<file path="src/rtl/prog_load_sequencer.sv">
// Loads DEPTH {instruction, data} pairs into the 4-bit computer through its programming
// port, then lets it run for RUN_CYCLES clocks and captures its data_out as the result.
module prog_load_sequencer #(
    parameter int DEPTH      = 16,
    parameter int ADDR_W     = 4,
    parameter int STROBE_W   = 1,
    parameter int RUN_CYCLES = 32
) (
    input  logic              osc_clock,
    input  logic              reset,
    input  logic              start,
    input  logic              word_valid,
    output logic              word_ready,
    input  logic [7:0]        word_prog,
    input  logic [3:0]        word_data,
    output logic [7:0]        prog_in,
    output logic [3:0]        data_in,
    output logic [ADDR_W-1:0] prog_add,
    output logic              prog_clk,
    output logic              cpu_reset,
    input  logic [3:0]        cpu_data_out,
    output logic [3:0]        result,
    output logic              busy,
    output logic              done
);

    typedef enum logic [2:0] {
        S_IDLE, S_WAIT, S_SETUP, S_STROBE, S_RUN, S_DONE
    } state_t;

    localparam int RC_W = (RUN_CYCLES > 1) ? $clog2(RUN_CYCLES) : 1;
    localparam int SC_W = (STROBE_W > 1) ? $clog2(STROBE_W) : 1;
    localparam logic [ADDR_W-1:0] LAST_ADDR = ADDR_W'(DEPTH - 1);
    localparam logic [RC_W-1:0]   RUN_LAST  = RC_W'(RUN_CYCLES - 1);
    localparam logic [SC_W-1:0]   STB_LAST  = SC_W'(STROBE_W - 1);

    state_t            state_q;
    logic [ADDR_W-1:0] addr_q, addr_d;
    logic [RC_W-1:0]   run_cnt_q, run_cnt_d;
    logic [SC_W-1:0]   stb_cnt_q, stb_cnt_d;
    logic [7:0]        prog_in_q;
    logic [3:0]        data_in_q;
    logic [ADDR_W-1:0] prog_add_q;
    logic              prog_clk_q, cpu_reset_q, word_ready_q, busy_q, done_q;
    logic [3:0]        result_q;

    assign addr_d    = addr_q + ADDR_W'(1);
    assign run_cnt_d = run_cnt_q + RC_W'(1);
    assign stb_cnt_d = stb_cnt_q + SC_W'(1);

    always_ff @(posedge osc_clock) begin
        if (reset) begin
            state_q      <= S_IDLE;
            addr_q       <= '0;
            run_cnt_q    <= '0;
            stb_cnt_q    <= '0;
            prog_in_q    <= '0;
            data_in_q    <= '0;
            prog_add_q   <= '0;
            prog_clk_q   <= 1'b0;
            cpu_reset_q  <= 1'b1;
            word_ready_q <= 1'b0;
            result_q     <= '0;
            busy_q       <= 1'b0;
            done_q       <= 1'b0;
        end else begin
            case (state_q)
                S_IDLE, S_DONE: begin
                    if (start) begin
                        state_q      <= S_WAIT;
                        addr_q       <= '0;
                        done_q       <= 1'b0;
                        busy_q       <= 1'b1;
                        word_ready_q <= 1'b1;
                    end
                end
                S_WAIT: begin
                    // prog_add only moves here, so it never changes under a live strobe
                    if (word_valid && word_ready_q) begin
                        prog_in_q    <= word_prog;
                        data_in_q    <= word_data;
                        prog_add_q   <= addr_q;
                        word_ready_q <= 1'b0;
                        state_q      <= S_SETUP;
                    end
                end
                S_SETUP: begin
                    prog_clk_q <= 1'b1;
                    stb_cnt_q  <= '0;
                    state_q    <= S_STROBE;
                end
                S_STROBE: begin
                    if (stb_cnt_q == STB_LAST) begin
                        prog_clk_q <= 1'b0;
                        if (addr_q == LAST_ADDR) begin
                            cpu_reset_q <= 1'b0;
                            run_cnt_q   <= '0;
                            state_q     <= S_RUN;
                        end else begin
                            addr_q       <= addr_d;
                            word_ready_q <= 1'b1;
                            state_q      <= S_WAIT;
                        end
                    end else begin
                        stb_cnt_q <= stb_cnt_d;
                    end
                end
                S_RUN: begin
                    if (run_cnt_q == RUN_LAST) begin
                        result_q    <= cpu_data_out;
                        cpu_reset_q <= 1'b1;
                        done_q      <= 1'b1;
                        busy_q      <= 1'b0;
                        state_q     <= S_DONE;
                    end else begin
                        run_cnt_q <= run_cnt_d;
                    end
                end
                default: state_q <= S_IDLE;
            endcase
        end
    end

    assign word_ready = word_ready_q;
    assign prog_in    = prog_in_q;
    assign data_in    = data_in_q;
    assign prog_add   = prog_add_q;
    assign prog_clk   = prog_clk_q;
    assign cpu_reset  = cpu_reset_q;
    assign result     = result_q;
    assign busy       = busy_q;
    assign done       = done_q;

endmodule

</file>
<file path="config.mk">
export PLATFORM = sky130hd
export DESIGN_NAME = prog_load_sequencer
export DESIGN_NICKNAME = d
export VERILOG_FILES = /design/src/rtl/prog_load_sequencer.sv
export SDC_FILE = /design/constraint.sdc
export NUM_CORES = 1
export LEC_CHECK = 0
export ABC_AREA = 1
export CAP_MARGIN = 25
export CORE_MARGIN = 2
export CORE_UTILIZATION = 30
export CTS_CLUSTER_SIZE = 16
export DETAILED_ROUTE_END_ITERATION = 6
export PLACE_DENSITY = 0.57
export SLEW_MARGIN = 5
export SYNTH_ARGS = -nofsm -noshare
export SYNTH_HDL_FRONTEND = slang
export SYNTH_SLANG_ARGS = --single-unit
export TNS_END_PERCENT = 20
</file>
<file path="constraint.sdc">
create_clock -name osc_clock -period 1.6 [get_ports osc_clock]
set_input_delay 0.48 -clock osc_clock [delete_from_list [all_inputs] [get_ports osc_clock]]
set_output_delay 0.48 -clock osc_clock [all_outputs]
set_load 0.01 [all_outputs]
</file>
==> out/results.txt <==
Clock network latency to the later pin of the worst-skew pair: 0.30 ns
Part of the power in registers: 44.1%
Outcome: finished, final reports clean
First DRT Iteration DRCs: 55
Core Region: 5070 sq um
Crit-path cells: ha_4, nand2_1, nor2_1, ha_2, nand3b_4, nand4_1, nand2_2, nor2_1
Busiest grt layer: met2
CTS Root Cell: clkbuf_8
Vias per std cell: 4.41
Setup WS pre-CTS: -0.0855 ns
Hold_sp: done$_SDFFE_PP0P_
Die ar.: 5850 sq um
Crit-path max cell delay: 0.36 ns
ANT cells: 0
M2 GR Usage: 22.5%
Slowest CP cell: dfxtp_2
Post-Route Skew: 0.00992 ns
DP HPWL: 2710 um
Peak Freq: 647 MHz
Cell Pwr Density: 1170 nW/um^2
Cell mode on critical path: nor2_1
Fin crit period: 1.55 ns
Cell Rows: 26
Area grow syn2layout: 44.4%
Port bufs: 44
Share of layout cells above drive strength 1: 15.5%
Clock network power share: 24.4%
CTS tree: yes
Fin crit share: 96.7%
Total power draw: 0.00267 W
Synth cell types: 25
Met1 Usage GRT: 15.7%
Min-Delay Path Class: reg2reg
Placed cells: 335
Final Max Slew Viols: 0
Final hold viol count: 0
P_sw: 0.000958 W
GRT Overall Usage: 13.4%
Nature of the critical path endpoint: flop
Number of max-cap violations: 0
Routability Congestion: 0.830
Critical setup path kind: reg2reg
Comb pwr share: 31.6%
Initial antenna violation count: 0
Synth warn: 0
Finished Layout Cells: 347
Wire per inst: 10.9 um
Area of placed instances: 2160 sq um
Die Wd: 76.5 um
First-pass GRT wire length: 6370 um
CTS H-Tree Depth: 2
Vias in the first global route: 1438
Mapped Cells: 215
Hold slack: 0.443 ns
Crit path DAT: 1.74 ns
P_int: 0.00171 W
Synth Area per Inst: 7.33 sq um
Largest fanout on the critical path: 8
Depth of the most critical reg-to-reg path: 8
Fillers: 532
CTS Buf Count: 5
Flop and latch count out of synthesis: 37
Crit start category: flop
Worst R2R Setup Slack: 0.05 ns
Switching Share: 35.9%
Routed Antenna Nets: 0
Hold Path Sink: done$_SDFFE_PP0P_
Area of the multi-input gates: 746 sq um
Mapped Area: 1580 sq um
Leakage power: 1.08 nW
Hold Path Depth: 2
DRC viols: 0
Clk slew on worst S/H paths: 0.08 ns
Via total after detailed routing: 1530
Fin worst setup slack: 0.0533 ns
GRT met3 Usage: 3.91%
Required @ worst endpoint: 1.80 ns
Final setup fails: 0
Slew HR: 79.0%
I/O pin cnt: 45
Seq/Total Area, Yosys: 47.0%
Fin area: 2280 sq um
WL final: 3770 um
FF-to-FF Start: run_cnt_q[0]$_SDFFE_PP0P_
Largest net degree at the start of global routing: 15
Detailed Routing Iterations Pass 1: 4
Total gr overflow: 0
Register area: 743 sq um
TritonCTS Sinks: 37
Syn Nets: 238
Die Ht: 76.5 um
Peak VDD IR: 0.507 mV
CTS Buffer Depth: 2
Post-layout nets: 299
Initial Utilization: 31.1%
RR Endpoint: addr_q[1]$_SDFFE_PP0P_
Slew @ Worst Pin: 0.314 ns
==> power groups by stage <==
| stage | logic, W | registers (W) | clock network (W) |
|---|---|---|---|
| 2_1_floorplan | 0.000530 | 0.00120 | 0 |
| 3_3_place_gp | 0.000901 | 0.00120 | 0 |
| 3_5_place_dp | 0.000911 | 0.00120 | 0 |
| 4_1_cts | 0.000859 | 0.00118 | 0.000671 |
| 5_1_grt | 0.000956 | 0.00120 | 0.000708 |
| 6_report | 0.000843 | 0.00118 | 0.000651 |
==> stage by stage <==
stage	setup TNS, ns	utilization, %
finish	0	44.9
CTS	0	43.8
detailed placement	-1.24	42.5
global route	-0.194	44.9
global placement	-1.03	42.5
floorplan	0	-
==> metal layers <==
layer / up-vias / part of all wire (%)
met2: 31 / 46
met1: 673 / 47
met4: 0 / 2.1
met5: - / 0
li1: 820 / -
met3: 6 / 5.2
==> cell usage after synthesis, drive strengths merged <==
| cell type | number | area [sq um] |
|---|---|---|
| ha | 3 | 37.5 |
| nand3 | 16 | 85.1 |
| nand4 | 4 | 25.0 |
| inv | 20 | 77.6 |
| clkbuf | 2 | 7.51 |
| a21oi | 20 | 104 |
| nor2 | 42 | 160 |
| or3b | 1 | 8.76 |
| buf | 5 | 36.3 |
| o21ai | 21 | 105 |
| nor3 | 1 | 5.00 |
| nand2 | 40 | 158 |
| nand3b | 1 | 11.3 |
| xor2 | 1 | 8.76 |
| dfxtp | 37 | 741 |
| nor4 | 1 | 6.26 |
==> state kept, by name, indices dropped and copies added (netlist names) <==
name,flops
prog_add,4
prog_clk,1
busy,1
data_in,4
result,4
cpu_reset,1
addr_q,4
done,1
prog_in,8
state_q,3
run_cnt_q,5
word_ready,1
==> cell usage in the layout (no fill, tap or decap) <==
master,synthesis,layout
buf_4,0,17
nor2_2,1,1
clkbuf_8,0,5
dfxtp_1,37,35
dfxtp_2,0,2
nor2_1,41,41
ha_4,0,1
nor4_1,1,1
o21ai_1,1,1
or3b_1,1,1
clkinv_2,0,2
a21oi_1,19,19
inv_2,5,5
nand3_2,1,1
xor2_1,1,1
nand3_1,15,15
inv_4,1,1
nand2_1,37,36
inv_1,14,14
nand2_4,0,1
ha_2,0,1
a21oi_2,1,1
nand4_1,4,4
clkinvlp_4,0,1
dlygate4sd2_1,0,25
ha_1,3,1
nand3b_4,0,1
nor3_1,1,1
clkdlybuf4s50_1,0,19
nand2_2,3,3
o21ai_0,20,20
==> cell families after synthesis <==
kind of cell | share of synthesized area (%)
buffers and inverters | 7.70
adders and majority gates | 2.38
xor gates and xnor gates | 0.556
DFF | 47.0
AOI/OAI and AO/OA | 13.3
and+or+nand+nor | 29.1
==> worst max path at each step <==
stage,from,endpoint,slack [ns],depth (start not counted)
6_report,run_cnt_q[0]$_SDFFE_PP0P_,addr_q[1]$_SDFFE_PP0P_,0.05,8
5_1_grt,run_cnt_q[0]$_SDFFE_PP0P_,done$_SDFFE_PP0P_,-0.06,8
4_1_cts,run_cnt_q[1]$_SDFFE_PP0P_,addr_q[1]$_SDFFE_PP0P_,0.06,8
3_5_place_dp,word_valid,data_in[3]$_SDFFE_PP0P_,-0.09,7
3_3_place_gp,word_valid,prog_add[2]$_SDFFE_PP0P_,-0.07,7
2_1_floorplan,run_cnt_q[0]$_SDFFE_PP0P_,state_q[0]$_SDFFE_PP0P_,0.08,9
==> layout make-up <==
cell class / instances / share of cell area [%]
well taps: 70 / 3.85
repair buffers: 61 / 23.6
inverters: 20 / 3.41
clock inverters: 3 / 0.769
flip-flops and latches: 37 / 32.6
multi-input cells: 151 / 32.7
clock buffers: 5 / 3.02
==> critical path, delay by kind of cell, from the launching register on <==
kind / cells / cell delay, ns
DFF: 1 / 0.36
adders and majority gates: 2 / 0.34
and+or+nand+nor: 6 / 0.76
==> what timing repair did <==
action / CTS / global route
setup endpoints to repair: 29 / 9
pin swaps: 1 / 6
gates cloned: 0 / 0
buffers inserted: 0 / 4
gates resized for setup: 26 / 7
hold buffers: 0 / 0
(Power assumes the default switching activity.)
